[config.mk]
export PLATFORM = sky130hd
export DESIGN_NAME = insn_loader_flat
export DESIGN_NICKNAME = d
export VERILOG_FILES = /design/src/rtl/insn_loader_pkg.sv /design/src/rtl/insn_loader_if.sv /design/src/rtl/insn_encoder.sv /design/src/rtl/insn_loader.sv /design/src/flat_wrapper.sv
export SDC_FILE = /design/constraint.sdc
export NUM_CORES = 1
export LEC_CHECK = 0
export CAP_MARGIN = 30
export CORE_MARGIN = 5
export CORE_UTILIZATION = 50
export CTS_CLUSTER_SIZE = 16
export DETAILED_ROUTE_END_ITERATION = 6
export PLACE_DENSITY = 0.83
export REMOVE_ABC_BUFFERS = 1
export SETUP_SLACK_MARGIN = 0.05
export SYNTH_ARGS = -nofsm -noshare
export SYNTH_HDL_FRONTEND = slang
export SYNTH_SLANG_ARGS = --single-unit
[constraint.sdc]
create_clock -name clk -period 4.1 [get_ports clk]
set_input_delay 0.615 -clock clk [delete_from_list [all_inputs] [get_ports clk]]
set_output_delay 0.615 -clock clk [all_outputs]
set_load 0.1 [all_outputs]
[src/rtl/insn_loader_pkg.sv]
// Shared control constants for the instruction loader: format codes, RV32I opcodes,
// loader FSM encodings and the packed field bundle handed to the encoder.
package insn_loader_pkg;

    localparam logic [3:0] FMT_R       = 4'd0;
    localparam logic [3:0] FMT_I_ALU   = 4'd1;
    localparam logic [3:0] FMT_I_LOAD  = 4'd2;
    localparam logic [3:0] FMT_I_JALR  = 4'd3;
    localparam logic [3:0] FMT_S       = 4'd4;
    localparam logic [3:0] FMT_B       = 4'd5;
    localparam logic [3:0] FMT_U_LUI   = 4'd6;
    localparam logic [3:0] FMT_U_AUIPC = 4'd7;
    localparam logic [3:0] FMT_J       = 4'd8;

    localparam logic [6:0] OP_R      = 7'b0110011;
    localparam logic [6:0] OP_I_ALU  = 7'b0010011;
    localparam logic [6:0] OP_I_LOAD = 7'b0000011;
    localparam logic [6:0] OP_I_JALR = 7'b1100111;
    localparam logic [6:0] OP_S      = 7'b0100011;
    localparam logic [6:0] OP_B      = 7'b1100011;
    localparam logic [6:0] OP_LUI    = 7'b0110111;
    localparam logic [6:0] OP_AUIPC  = 7'b0010111;
    localparam logic [6:0] OP_J      = 7'b1101111;

    localparam logic [2:0] ST_IDLE   = 3'd0;
    localparam logic [2:0] ST_ACCEPT = 3'd1;
    localparam logic [2:0] ST_SETUP  = 3'd2;
    localparam logic [2:0] ST_STROBE = 3'd3;
    localparam logic [2:0] ST_DONE   = 3'd4;

    typedef struct packed {
        logic [3:0]  fmt;
        logic [4:0]  rd;
        logic [4:0]  rs1;
        logic [4:0]  rs2;
        logic [2:0]  funct3;
        logic        alt;
        logic [31:0] imm;
    } insn_fields_t;

    function automatic logic fmt_is_valid(input logic [3:0] f);
        return f <= FMT_J;
    endfunction

endpackage

[src/rtl/insn_loader_if.sv]
// Instruction-field valid/ready channel into the loader; in_ready is returned by the loader.
interface insn_loader_if;
    logic        in_valid;
    logic        in_ready;
    logic [3:0]  fmt;
    logic [4:0]  rd;
    logic [4:0]  rs1;
    logic [4:0]  rs2;
    logic [2:0]  funct3;
    logic        alt;
    logic [31:0] imm;
    logic        last;

    modport master (output in_valid, fmt, rd, rs1, rs2, funct3, alt, imm, last,
                    input  in_ready);
    modport slave  (input  in_valid, fmt, rd, rs1, rs2, funct3, alt, imm, last,
                    output in_ready);
endinterface

[src/rtl/insn_encoder.sv]
// Combinational RV32I field-to-word encoder, zero latency, no flow control;
// word_ok is low for unknown format codes and the word is then zero.
module insn_encoder
    import insn_loader_pkg::*;
(
    input  insn_fields_t fields,
    output logic [31:0]  word,
    output logic         word_ok
);

    logic [6:0] shift_funct7;

    assign shift_funct7 = {1'b0, fields.alt, 5'b00000};

    always_comb begin
        word    = '0;
        word_ok = fmt_is_valid(fields.fmt);
        case (fields.fmt)
            FMT_R:
                word = {shift_funct7, fields.rs2, fields.rs1, fields.funct3, fields.rd, OP_R};
            FMT_I_ALU: begin
                // shift-immediates carry shamt plus the SRAI select bit instead of imm[11:5]
                if (fields.funct3 == 3'b001 || fields.funct3 == 3'b101)
                    word = {shift_funct7, fields.imm[4:0], fields.rs1, fields.funct3, fields.rd, OP_I_ALU};
                else
                    word = {fields.imm[11:0], fields.rs1, fields.funct3, fields.rd, OP_I_ALU};
            end
            FMT_I_LOAD:
                word = {fields.imm[11:0], fields.rs1, fields.funct3, fields.rd, OP_I_LOAD};
            FMT_I_JALR:
                word = {fields.imm[11:0], fields.rs1, 3'b000, fields.rd, OP_I_JALR};
            FMT_S:
                word = {fields.imm[11:5], fields.rs2, fields.rs1, fields.funct3, fields.imm[4:0], OP_S};
            FMT_B:
                word = {fields.imm[12], fields.imm[10:5], fields.rs2, fields.rs1, fields.funct3,
                        fields.imm[4:1], fields.imm[11], OP_B};
            FMT_U_LUI:
                word = {fields.imm[31:12], fields.rd, OP_LUI};
            FMT_U_AUIPC:
                word = {fields.imm[31:12], fields.rd, OP_AUIPC};
            FMT_J:
                word = {fields.imm[20], fields.imm[10:1], fields.imm[11], fields.imm[19:12],
                        fields.rd, OP_J};
            default:
                word = '0;
        endcase
    end

endmodule

[src/rtl/insn_loader.sv]
// Loads encoded instructions into a strobed memory port: ACCEPT -> SETUP -> STROBE, 3 cycles/word;
// in_ready is high only in ACCEPT, so the source is stalled while a write is in flight.
module insn_loader
    import insn_loader_pkg::*;
(
    input  logic         clk,
    input  logic         reset_n,
    input  logic         start,
    input  logic [31:0]  base_addr,
    insn_loader_if.slave fld,
    output logic [31:0]  mem_addr,
    output logic [31:0]  mem_data,
    output logic         mem_clk,
    output logic         busy,
    output logic         done,
    output logic         error,
    output logic [15:0]  count
);

    logic [2:0]   state;
    logic [31:0]  next_addr;
    logic         last_q;
    insn_fields_t fields;
    logic [31:0]  enc_word;
    logic         enc_ok;
    logic         hs;

    assign fields = '{fmt:    fld.fmt,
                      rd:     fld.rd,
                      rs1:    fld.rs1,
                      rs2:    fld.rs2,
                      funct3: fld.funct3,
                      alt:    fld.alt,
                      imm:    fld.imm};

    insn_encoder u_enc (
        .fields  (fields),
        .word    (enc_word),
        .word_ok (enc_ok)
    );

    assign fld.in_ready = (state == ST_ACCEPT);
    assign hs           = fld.in_valid && fld.in_ready;
    assign busy         = (state != ST_IDLE);
    assign done         = (state == ST_DONE);

    always_ff @(posedge clk or negedge reset_n) begin
        if (!reset_n) begin
            state     <= ST_IDLE;
            next_addr <= '0;
            last_q    <= 1'b0;
            mem_addr  <= '0;
            mem_data  <= '0;
            mem_clk   <= 1'b0;
            error     <= 1'b0;
            count     <= '0;
        end else begin
            case (state)
                ST_IDLE: begin
                    if (start) begin
                        state     <= ST_ACCEPT;
                        next_addr <= base_addr;
                        count     <= '0;
                        error     <= 1'b0;
                    end
                end
                ST_ACCEPT: begin
                    if (hs) begin
                        if (enc_ok) begin
                            mem_data <= enc_word;
                            mem_addr <= next_addr;
                            last_q   <= fld.last;
                            state    <= ST_SETUP;
                        end else begin
                            // bad format: drop the word, keep address/count, flag it
                            error <= 1'b1;
                            if (fld.last)
                                state <= ST_DONE;
                        end
                    end
                end
                ST_SETUP: begin
                    mem_clk <= 1'b1;
                    state   <= ST_STROBE;
                end
                ST_STROBE: begin
                    mem_clk   <= 1'b0;
                    next_addr <= next_addr + 32'd4;
                    if (count != 16'hFFFF)
                        count <= count + 16'd1;
                    state <= last_q ? ST_DONE : ST_ACCEPT;
                end
                ST_DONE: begin
                    state <= ST_IDLE;
                end
                default: begin
                    state <= ST_IDLE;
                end
            endcase
        end
    end

endmodule

[src/flat_wrapper.sv]
// flat-port wrapper written by rule: the top's interface ports become plain ports
module insn_loader_flat import insn_loader_pkg::*;
  (clk, reset_n, start, base_addr, mem_addr, mem_data, mem_clk, busy, done, error, count, fld_in_valid, fld_fmt, fld_rd, fld_rs1, fld_rs2, fld_funct3, fld_alt, fld_imm, fld_last, fld_in_ready);
  insn_loader_if fld_i ();
  input  logic clk;
  input  logic reset_n;
  input  logic start;
  input  logic [31:0] base_addr;
  output logic [31:0] mem_addr;
  output logic [31:0] mem_data;
  output logic mem_clk;
  output logic busy;
  output logic done;
  output logic error;
  output logic [15:0] count;
  input wire logic [$bits(fld_i.in_valid)-1:0] fld_in_valid;
  input wire logic [$bits(fld_i.fmt)-1:0] fld_fmt;
  input wire logic [$bits(fld_i.rd)-1:0] fld_rd;
  input wire logic [$bits(fld_i.rs1)-1:0] fld_rs1;
  input wire logic [$bits(fld_i.rs2)-1:0] fld_rs2;
  input wire logic [$bits(fld_i.funct3)-1:0] fld_funct3;
  input wire logic [$bits(fld_i.alt)-1:0] fld_alt;
  input wire logic [$bits(fld_i.imm)-1:0] fld_imm;
  input wire logic [$bits(fld_i.last)-1:0] fld_last;
  output wire logic [$bits(fld_i.in_ready)-1:0] fld_in_ready;
  assign fld_i.in_valid = fld_in_valid;
  assign fld_i.fmt = fld_fmt;
  assign fld_i.rd = fld_rd;
  assign fld_i.rs1 = fld_rs1;
  assign fld_i.rs2 = fld_rs2;
  assign fld_i.funct3 = fld_funct3;
  assign fld_i.alt = fld_alt;
  assign fld_i.imm = fld_imm;
  assign fld_i.last = fld_last;
  assign fld_in_ready = fld_i.in_ready;
  insn_loader u_core (.clk(clk), .reset_n(reset_n), .start(start), .base_addr(base_addr), .fld(fld_i), .mem_addr(mem_addr), .mem_data(mem_data), .mem_clk(mem_clk), .busy(busy), .done(done), .error(error), .count(count));
endmodule
## Word-level counts from Yosys, hierarchy flattened

Index checks and enable logic that the tools add are counted.

| storage, ports and cells | value |
|---|---|
| register bits after elaboration | 118 |
| input bits | 92 |
| output and inout bits | 85 |
| word-level logic and storage cells | 62 |

| operators by class | value |
|---|---|
| $add $sub $neg | 2 |
| $lt $le $gt $ge | 1 |
| equality and inequality tests | 20 |
| mux-type cells | 18 |
| reduce and logical (&&, ||, !) cells | 13 |

Operators with widths:

| cell | count |
|---|---|
| 32-bit one-hot mux with 9 select lines | 1 |
| 32-bit two-way mux | 2 |
| 32-bit one-hot mux with 2 select lines | 1 |
| 32-bit by 3-bit adder with 32-bit output, second input constant | 1 |
| 16-bit two-way mux | 2 |
| 16-bit one-hot mux with 2 select lines | 1 |
| 16-bit by 1-bit adder with 16-bit output, second input constant | 1 |
| 4-bit by 3-bit equality test with 1-bit output, second input constant | 4 |
| 16-bit != test, second input constant | 1 |
| 3-bit two-way mux | 5 |
| 3-bit one-hot mux with 4 select lines | 1 |
| 3-bit AND reduction | 3 |
| 4-bit by 2-bit equality test with 1-bit output, second input constant | 2 |
| 3-bit by 1-bit equality test with 1-bit output, second input constant | 2 |
| 3-bit by 2-bit equality test with 1-bit output, second input constant | 2 |
| 3-bit equality test, second input constant | 2 |
| 2-bit != test, second input constant | 3 |
| 2-bit nonzero test | 3 |
| 4-bit by 1-bit equality test with 1-bit output, second input constant | 1 |
| 4-bit equality test, second input constant | 1 |
| 4-bit less-or-equal comparator, second input constant | 1 |
| 4-bit logical NOT | 1 |
| 1-bit one-hot mux with 2 select lines | 2 |
| 4-bit AND reduction | 1 |
| 8 further kinds | 10 |

## Longest topological paths before layout

| depth | value |
|---|---|
| word-level depth | 4 |
| mapped depth | 9 |
| depth with buffers taken out | 6 |

## By module

A second synthesis with hierarchy kept.

| second synthesis, totals | value |
|---|---|
| cell total of the unflattened synthesis | 598 |
| area total of the unflattened synthesis | 6127.1 um^2 |

By module, submodules not included:

| module | instances | cells an instance | area an instance (um^2) | seq. area each (um^2) |
|---|---|---|---|---|
| insn_loader | 1 | 470 | 5343.9 | 2952.8 |
| insn_encoder | 1 | 128 | 783.3 | 0.0 |

## Worst setup path before layout

No wires, ideal clock.

| timing | value |
|---|---|
| path kind | reg2out |
| start point | register u_core.state[1] |
| end point | output done |
| data arrival time | 2817 ps |
| data required time | 3485 ps |
| setup slack | 668 ps |
| cell stages (with the launch flop) | 3 |
| buffers on the path | 1 |
| cells stage by stage | dfrtp_1 -> buf_4 -> nor3b_1 |

| on the way | value |
|---|---|
| word-level cells in the longest chain between the ends | 1 |

RTL lines:

| item | line | source |
|---|---|---|
| start: declaration | insn_loader.sv:20 | `logic [2:0] state;` |
| start signal: assignment | insn_loader.sv:91 | `state <= last_q ? ST_DONE : ST_ACCEPT;` |
| 3-bit equality test | insn_loader.sv:45 | `assign done = (state == ST_DONE);` |
| end: declaration | flat_wrapper.sv:13 | `output logic done;` |

No other way between the ends.

## Worst setup path in the final report

| timing | value |
|---|---|
| start point | register u_core.state[1] |
| end point | output busy |

| on the way | value |
|---|---|
| word-level cells in the longest chain between the ends | 1 |

RTL lines:

| item | line | source |
|---|---|---|
| 3-bit nonzero test | insn_loader.sv:44 | `assign busy = (state != ST_IDLE);` |
| end: declaration | flat_wrapper.sv:12 | `output logic busy;` |

No other way between the ends.

==> results.json <==
{
  "layout.nets": 872,
  "antenna_found_initial": 0,
  "synth_xor_xnor_area_share_pct": 1.89,
  "port_buffers": 176,
  "crit_fanout": 14,
  "startpoint_type": "flip-flop",
  "finalSetupTns_ps": 0,
  "synth_edf_count": 0,
  "num_vias": 5637,
  "grt.total_usage_pct": 25.1,
  "ys_top_cells_by_count": "dfrtp_1 (117), nand2_1 (88), nor2_1 (43)",
  "max_cap_violations": 0,
  "yosys.area.top_type": "dfrtp_1",
  "synth_top_area_share_pct": 48.6,
  "grt_pass1_wl_um": 28800,
  "fillers": 886,
  "grt_use_met2_pct": 43.3,
  "synth_seq_cells": 117,
  "synth.area.top_cells": "dfrtp_1 (49%), nand2_1 (5.5%), mux2_2 (5.0%)",
  "reg2reg_depth": 5,
  "startpoint": "u_core.state[1]",
  "cpPeakStageDelay_ps": 1160,
  "cp.arrival_ps": 2590,
  "synthFlopType": "dfrtp_1",
  "cts_resized": 0,
  "tightest_slew_ps": 1030,
  "crit_buf_inv": 1,
  "setup.worst_path.class": "flip-flop to output pin",
  "routed_via_density": 6.02,
  "place.gp.congestion": 0.915,
  "regToRegSetupSlack_ps": 1530,
  "powerDensity_mw_per_mm2": 937,
  "ios": 177,
  "status": "completed",
  "cts-htree-levels": 4,
  "ys_async_sr_fraction_pct": 100,
  "synth_compound_area_share_pct": 17.8,
  "crit_path_end_kind": "output pin",
  "yosys_warnings": 0,
  "core-area_mm2": 0.0119,
  "use_met3_pct": 5.00,
  "setup_viol": 0,
  "slowest_stage": "clkdlybuf4s50_1",
  "p_leak_nw": 3.46,
  "worstPathRequired_ps": 3480,
  "grt_max_degree": 67,
  "hold_buffers": 0,
  "clk_latency_ps": 410,
  "firstDrtPassIters": 7,
  "dp_hpwl_um": 12600,
  "synth.yosys.seq_area_share_pct": 48.6,
  "slew_viol_final": 0,
  "skew_ps": 8.00,
  "syn_area_per_cell_um2": 9.84,
  "path_cells": "nor2_1, nand2_1, clkdlybuf4s50_1",
  "diodes": 0,
  "period_share_pct": 78.1,
  "grt_pass1_vias": 5780,
  "synth_area_mm2": 0.00602,
  "area_delta_synth_final_pct": 40.3,
  "cts_root_buf": "clkbuf_16",
  "rsz0062_at_grt": "no",
  "wl_per_cell_um": 19.0,
  "cts_buffers": 17,
  "cts_setup_buffers": 0,
  "row_count": 40,
  "drc": 0,
  "muxShareOfSynthArea_pct": 7.62,
  "gr-usage-met1_pct": 30.0,
  "top_usage_layer": "met2",
  "die_w_um": 120,
  "drtIter0Drc": 505,
  "ir_worst_vdd_mv": 0.572,
  "max_freq_mhz": 312,
  "drive_above_1_share_pct": 11.3,
  "hp-class": "input port to asynchronous set/reset pin",
  "synth_top_family_by_area": "simple AND/OR/NAND/NOR gates",
  "initial_core_util_pct": 50.6,
  "synth_simple_gate_area_share_pct": 19.9,
  "maxSlewHeadroom_pct": 31.2,
  "clockBufferDepth": 2,
  "fin_total_pwr_mw": 7.92,
  "dieArea_mm2": 0.0143,
  "hold_viol": 0,
  "antenna_left": 0,
  "timing.rr.start": "u_core.state[0]",
  "synth_cell_type_count": 71,
  "rr_endpoint": "u_core.count[13]",
  "synthCells": 612,
  "dieHeight_um": 120,
  "grt-ovfl-total": 0,
  "crit_end": "busy",
  "period_needed_ps": 3200,
  "path_depth": 3,
  "clock-sinks": 117,
  "synth_most_common_cell": "dfrtp_1",
  "wirelength_um": 17800,
  "cp_top_family": "buffers and inverters",
  "clk_pin_slew_ps": 50,
  "synth_adder_area_share_pct": 0.415,
  "cts_tree": "done"
}
==> logic make-up after synthesis <==
group | count (synthesis)
compound gates | 157
flops | 117
simple gates | 239
fa+ha+maj | 2
xor+xnor | 13
buf+inv | 45
mux | 39
==> metal layers <==
layer | part of all wire, % | vias to the layer above | routed length, µm
met1 | 40 | 2744 | 7100
li1 | - | 2594 | -
met2 | 52 | 254 | 9210
met5 | 0 | - | 0
met4 | 3.0 | 0 | 541
met3 | 5.4 | 45 | 962
==> worst min path at each step <==
| stage | start | to | slack [ps] | depth (start not counted) |
|---|---|---|---|---|
| floorplan | reset_n | u_core.count[0] | 320 | 0 |
| global placement | u_core.next_addr[0] | u_core.next_addr[0] | 450 | 2 |
| detailed placement | u_core.next_addr[0] | u_core.next_addr[0] | 460 | 2 |
| CTS | reset_n | u_core.mem_data[7] | 340 | 1 |
| global route | reset_n | u_core.count[7] | 380 | 1 |
| finish | reset_n | u_core.mem_data[22] | 310 | 1 |
==> per-stage QoR <==
| step | hold slack (ps) | utilization [%] | std cells | setup slack (ps) | area [µm²] |
|---|---|---|---|---|---|
| floorplan | 319 | - | 575 | 643 | 5830 |
| global placement | 450 | 65.7 | 905 | 830 | 7830 |
| detailed placement | 461 | 65.7 | 905 | 728 | 7830 |
| CTS | 340 | 70.7 | 935 | 902 | 8420 |
| global route | 377 | 70.9 | 936 | 794 | 8450 |
| finish | 306 | 70.9 | 936 | 899 | 8450 |
==> power by group <==
part | leakage, nW | internal (mW) | total (mW) | switching, mW
clock | 0.293 | 0.990 | 1.50 | 0.509
combinational | 1.71 | 1.13 | 4.35 | 3.22
sequential | 1.46 | 1.63 | 2.07 | 0.449
total | 3.46 | 3.74 | 7.92 | 4.18
==> worst reg2reg max path: cells and delay by family, from the launching register on <==
kind / cells / cell delay (ps)
simple gates: 3 / 1130
flops: 1 / 690
compound gates: 1 / 460
xor+xnor: 1 / 170
==> area by class of cell <==
| type | instances | area, µm² | share of cell area, % |
|---|---|---|---|
| sequential | 117 | 2930 | 34.7 |
| multi-input combinational | 450 | 2870 | 34.0 |
| timing repair buffer | 184 | 1840 | 21.7 |
| clock buffer | 20 | 467 | 5.52 |
| tap | 147 | 184 | 2.18 |
| clock inverter | 10 | 130 | 1.54 |
| inverter | 8 | 30.0 | 0.355 |
==> placed cells by master, fill, tap and decap left out, types with 7 or more instances in the layout <==
cell,instances
clkdlybuf4s50_1,174
dfrtp_1,117
nand2_1,88
nor2_1,43
o21ai_0,41
a21oi_1,29
mux2_2,27
nand3_1,22
a22oi_1,21
nor3_1,19
clkbuf_16,17
nand4_1,13
o211ai_1,10
buf_4,9
inv_1,8
and3_1,8
xor2_1,7
mux2_4,7
==> flip-flops by register name, indices dropped and copies added (netlist names) <==
signal	cells
u_core.count	16
u_core.error	1
u_core.last_q	1
u_core.mem_addr	32
u_core.mem_clk	1
u_core.mem_data	31
u_core.next_addr	32
u_core.state	3
No activity file was read; power rests on OpenSTA's default activity.
